### config.mk
export PLATFORM = sky130hd
export DESIGN_NAME = text_overlay_write_scheduler
export DESIGN_NICKNAME = d
export VERILOG_FILES = /design/src/rtl/text_overlay_write_scheduler.sv
export SDC_FILE = /design/constraint.sdc
export NUM_CORES = 1
export LEC_CHECK = 0
export ABC_AREA = 1
export BUFFER_PORTS_ARGS = -buffer_cell sky130_fd_sc_hd__buf_2
export CORE_AREA = 4 4 215 217
export DETAILED_ROUTE_END_ITERATION = 6
export DIE_AREA = 0 0 219 221
export PLACE_DENSITY = 0.33
export SETUP_SLACK_MARGIN = 0.02
export SLEW_MARGIN = 25
export SYNTH_ARGS = -nofsm -noshare
export SYNTH_HDL_FRONTEND = slang
export SYNTH_SLANG_ARGS = --single-unit
### constraint.sdc
create_clock -name i_clk -period 3.1 [get_ports i_clk]
set_input_delay 0 -clock i_clk [delete_from_list [all_inputs] [get_ports i_clk]]
set_output_delay 0 -clock i_clk [all_outputs]
set_load 0.05 [all_outputs]
### src/rtl/text_overlay_write_scheduler.sv
// text_overlay_write_scheduler: round-robin owner of the character-RAM write port,
// streaming one character per clock of the winning text box during vertical blanking.
module text_overlay_write_scheduler #(
    parameter int NUM_REQ  = 4,
    parameter int MAX_CHAR = 16,
    parameter int ADDR_W   = $clog2(NUM_REQ*MAX_CHAR),
    parameter int LEN_W    = $clog2(MAX_CHAR+1)
) (
    input  logic                         i_clk,
    input  logic                         i_rst,
    input  logic                         i_vblank,
    input  logic [NUM_REQ-1:0]           i_req,
    input  logic [NUM_REQ*LEN_W-1:0]     i_len,
    input  logic [NUM_REQ*MAX_CHAR*8-1:0] i_chars,
    output logic [NUM_REQ-1:0]           o_grant,
    output logic [NUM_REQ-1:0]           o_done,
    output logic                         o_wr_en,
    output logic [ADDR_W-1:0]            o_wr_addr,
    output logic [7:0]                   o_wr_data,
    output logic                         o_busy
);
    localparam int OW = NUM_REQ > 1 ? $clog2(NUM_REQ) : 1;
    localparam int IW = MAX_CHAR > 1 ? $clog2(MAX_CHAR) : 1;

    typedef enum logic [1:0] {IDLE, WRITE, DONE} state_t;

    state_t            r_state;
    logic [OW-1:0]     r_rr_ptr;
    logic [OW-1:0]     r_owner;
    logic [IW-1:0]     r_idx;
    logic [LEN_W-1:0]  r_len;
    logic [OW-1:0]     w_winner;
    logic [OW:0]       w_cand;
    logic              w_found;
    logic [LEN_W-1:0]  w_len_raw;
    logic [LEN_W-1:0]  w_len;
    logic              w_wr_en;
    logic [ADDR_W-1:0] w_addr;

    // Search starts at the round-robin pointer and wraps modulo NUM_REQ.
    always_comb begin
        w_found  = 1'b0;
        w_winner = '0;
        w_cand   = '0;
        for (int j = 0; j < NUM_REQ; j++) begin
            w_cand = {1'b0, r_rr_ptr} + (OW+1)'(j);
            if (w_cand >= (OW+1)'(NUM_REQ))
                w_cand = w_cand - (OW+1)'(NUM_REQ);
            if (!w_found && i_req[w_cand[OW-1:0]]) begin
                w_found  = 1'b1;
                w_winner = w_cand[OW-1:0];
            end
        end
    end

    assign w_len_raw = i_len[w_winner*LEN_W +: LEN_W];
    assign w_len     = w_len_raw > LEN_W'(MAX_CHAR) ? LEN_W'(MAX_CHAR) : w_len_raw;
    assign w_wr_en   = (r_state == WRITE) && i_vblank;
    assign w_addr    = ADDR_W'(r_owner) * ADDR_W'(MAX_CHAR) + ADDR_W'(r_idx);

    assign o_wr_en   = w_wr_en;
    assign o_wr_addr = r_state == WRITE ? w_addr : '0;
    assign o_wr_data = r_state == WRITE ? i_chars[w_addr*8 +: 8] : '0;
    assign o_grant   = r_state != IDLE ? NUM_REQ'(1) << r_owner : '0;
    assign o_done    = r_state == DONE ? NUM_REQ'(1) << r_owner : '0;
    assign o_busy    = r_state != IDLE;

    always_ff @(posedge i_clk or posedge i_rst) begin
        if (i_rst) begin
            r_state  <= IDLE;
            r_rr_ptr <= '0;
            r_owner  <= '0;
            r_idx    <= '0;
            r_len    <= '0;
        end else begin
            case (r_state)
                IDLE: if (i_vblank && w_found) begin
                    r_owner  <= w_winner;
                    r_len    <= w_len;
                    r_idx    <= '0;
                    r_rr_ptr <= w_winner == OW'(NUM_REQ-1) ? '0 : w_winner + 1'b1;
                    r_state  <= w_len == '0 ? DONE : WRITE;
                end
                // Index only moves on real write strobes, so a vblank gap just pauses.
                WRITE: if (w_wr_en) begin
                    r_idx <= r_idx + 1'b1;
                    if (LEN_W'(r_idx) == r_len - 1'b1)
                        r_state <= DONE;
                end
                default: r_state <= IDLE;
            endcase
        end
    end
endmodule

==> impl_metrics.yaml <==
cts:
  cts_root_buf: "clkbuf_16"
  cts_made_buffers: 3
  insertion_delay_ps: 250
  cts_buffer_depth: 2
  cts_tree: "done"
  cts.sinks: 15
  h-tree-depth: 1
  path_clk_slew_ps: 60
drt:
  first_pass_iters: 6
  via_count: 10500
  avgRoutedWirePerCell_um: 24.0
  ant_nets: 0
  drc: 0
  routed_wl_mm: 52.7
  drtIter0Drc: 860
  vias_per_cell: 4.78
floorplan:
  fp.dieH_um: 221
  ioPinCount: 563
  core_region_area_um2: 44100
  die_area_um2: 48400
  fp.dieW_um: 219
  initial_core_util: 0.133
  rows: 77
yosys:
  async_reset_ff_frac: 1.00
  syn_area_per_cell_um2: 5.34
  synth_area_um2: 5850
  synthCells: 1095
  ys_ff_latch: 15
  synth.area.mux_share: 0
  yosys.area_share.xor_xnor: 0.0120
  synth_cell_types: 31
  synth-edff-count: 0
  synth_nets: 1637
  synth-simple-area-share: 0.302
  synth_compound_area_frac: 0.507
  ys.warnings.count: 0
  synth_top_family_by_area: "compound AO/OA/AOI/OAI gates"
  synthAdderAreaFrac: 0.00642
  synthFlopType: "dfrtp_1"
  synth_seq_area_share: 0.0642
final_layout:
  syn_to_final_growth_pct: 65.5
  nNetsFinal: 2137
  drive_above_1_share: 0.412
  fillers: 5259
  layoutNonFillerInstCount: 2195
global_route:
  grt_start_max_net_pins: 76
  grt_pass1_vias: 10500
  overflow: 0
  track_usage: 0.201
  antenna_found_initial: 17
  grt_pass1_wl_mm: 73.3
timing:
  fin_crit_ps: 2970
  final.setup_skew_ps: 1.95
  holdWs_ps: 213
  finalHoldViolations: 0
  period_share: 0.958
  slew_viol_final: 0
  max_slew_margin: 0.477
  max_freq_ghz: 0.337
  setup_slack_ps: 129
  worst_pin_slew_ps: 784
  setup_viol: 0
  rsz0062_at_grt: "true"
pwr:
  p_comb_frac: 0.916
  power_density_nw_per_um2: 860
  power.switching_w: 0.00534
  seqPwrFrac: 0.052
  intPower_w: 0.00298
  power_frac_clock: 0.032
  irDropWorstVdd_mv: 0.436
  sw_frac_of_total: 0.641
  leakage_nw: 4.43
setup_path:
  end_kind: "output pin"
  worstPathArrival_ps: 2970
  worstPathMaxFanout: 20
  reg2reg_slack_ps: 610
  startpoint_type: "flip-flop"
  critPathRequiredTime_ps: 3100
  critPathKind: "flip-flop to output pin"
place:
  post-place-ws_ps: 36.7
  portBuffers: 562
  dp_cells: 2180
  hpwl_mm: 43.1
  gp_congestion: 0.945
run_status:
  status: "finished clean"
worst_hold_path:
  hold_class: "input pin to flip-flop"
job:
  cap_violations: 0
worst max-delay path, cell delays in order, from the launching register on:
cell and delay [ps]:
dfrtp_4 580, buf_4 300, buf_4 260, o21ai_0 120, o22ai_1 290, o211ai_1 150
a21oi_1 360, o21ai_1 100, a21oi_1 230, buf_4 180, buf_12 130
layout make-up:
type | instances | area (um2) | area share
antenna | 9 | 22.5 | 0.00233
clock buffer | 3 | 75.1 | 0.00776
clock inverter | 1 | 5.00 | 0.000517
inverter | 42 | 173 | 0.0178
multi-input combinational | 925 | 4870 | 0.503
sequential | 15 | 388 | 0.0401
tap | 592 | 741 | 0.0765
timing repair buffer | 608 | 3400 | 0.352
logic make-up (layout without fill, tap and decap cells):
| logic type | count (synthesis) | count (layout) |
|---|---|---|
| buffers and inverters | 155 | 654 |
| adders and majority gates | 3 | 3 |
| xor gates and xnor gates | 8 | 8 |
| other | 0 | 9 |
| DFF | 15 | 15 |
| and+or+nand+nor | 420 | 420 |
| AOI/OAI and AO/OA | 494 | 494 |
Yosys cell counts, types with 13 or more instances:
master,n,area share
o22ai_1,40,0.043
buf_2,14,0.012
inv_1,34,0.022
clkbuf_1,87,0.056
nor2_1,278,0.18
nand3_1,43,0.037
dfrtp_1,15,0.064
o21ai_1,17,0.015
a21oi_1,41,0.035
nand2_1,64,0.041
o21ai_0,264,0.23
o211ai_1,39,0.050
o221ai_1,89,0.13
nand2_2,13,0.014
registers in the layout, indices dropped and copies added (netlist names):
register	count
r_owner	2
r_idx	4
r_rr_ptr	2
r_state	2
r_len	5
final timing paths:
kind	startpoint	to	cells after the start
setup / recovery	r_idx[0]$_DFFE_PP0P_	o_wr_data[5]	10
hold / removal	i_len[9]	r_state[1]$_DFFE_PP0P_	6
setup reg to reg	r_rr_ptr[0]$_DFFE_PP0P_	r_len[2]$_DFFE_PP0P_	17
hold reg to reg	r_len[0]$_DFFE_PP0P_	r_len[0]$_DFFE_PP0P_	2
max in group asynchronous	i_rst	r_idx[0]$_DFFE_PP0P_	3
min in group asynchronous	i_rst	r_owner[1]$_DFFE_PP0P_	3
layer usage:
metal,wire length [um],vias to the layer above,global-route usage
met3,3660,58,0.0346
met5,89,-,0
met1,21300,4963,0.247
met4,867,12,0.0300
met2,26800,494,0.373
li1,-,4970,-
layout by cell type (no fill, tap or decap):
cell,instances
clkbuf_16,3
o221ai_1,87
nor2_2,3
xor2_1,5
dlygate4sd3_1,1
inv_2,6
nand3b_1,7
buf_2,555
clkinv_2,1
buf_12,18
o221ai_2,2
o21ai_0,264
o22ai_1,40
nor2_4,2
nand4_1,3
a31oi_1,1
nand2_2,13
o211ai_1,39
nor2_1,278
nand2_1,64
diode_2,9
ha_1,3
clkinv_1,2
inv_1,32
dfrtp_4,3
nand3_2,5
o21ai_1,17
xnor2_1,3
dfrtp_1,11
a21oi_2,7
buf_4,34
dfrtp_2,1
nand2_4,2
inv_4,1
nand3_1,43
inv_12,1
o31a_1,1
a21oi_1,36
through the flow:
stage / total power, W / instance area, um2 / setup TNS, ps / utilization
floorplan: 0.00505 / 5850 / 0 / -
global placement: 0.00808 / 9520 / 0 / 0.216
detailed placement: 0.00808 / 9520 / 0 / 0.216
CTS: 0.00843 / 9640 / 0 / 0.218
global route: 0.00910 / 9670 / -73.5 / 0.219
finish: 0.00832 / 9680 / 0 / 0.219
what timing repair did:
| action | 4_1_cts | 5_1_grt |
|---|---|---|
| endpoints found under the setup margin | 4 | 5 |
| hold buffers | 1 | 0 |
| resized for setup | 4 | 4 |
| endpoints found under the hold margin | 15 | 0 |
| setup buffers | 1 | 0 |
power groups by stage:
stage               clock network, W  registers (W)  logic [W]
finish                      0.000270       0.000433    0.00762
global route                0.000290       0.000450    0.00836
CTS                         0.000285       0.000438    0.00771
detailed placement                 0       0.000446    0.00764
global placement                   0       0.000441    0.00764
floorplan                          0       0.000324    0.00473
(Power assumes the default switching activity.)
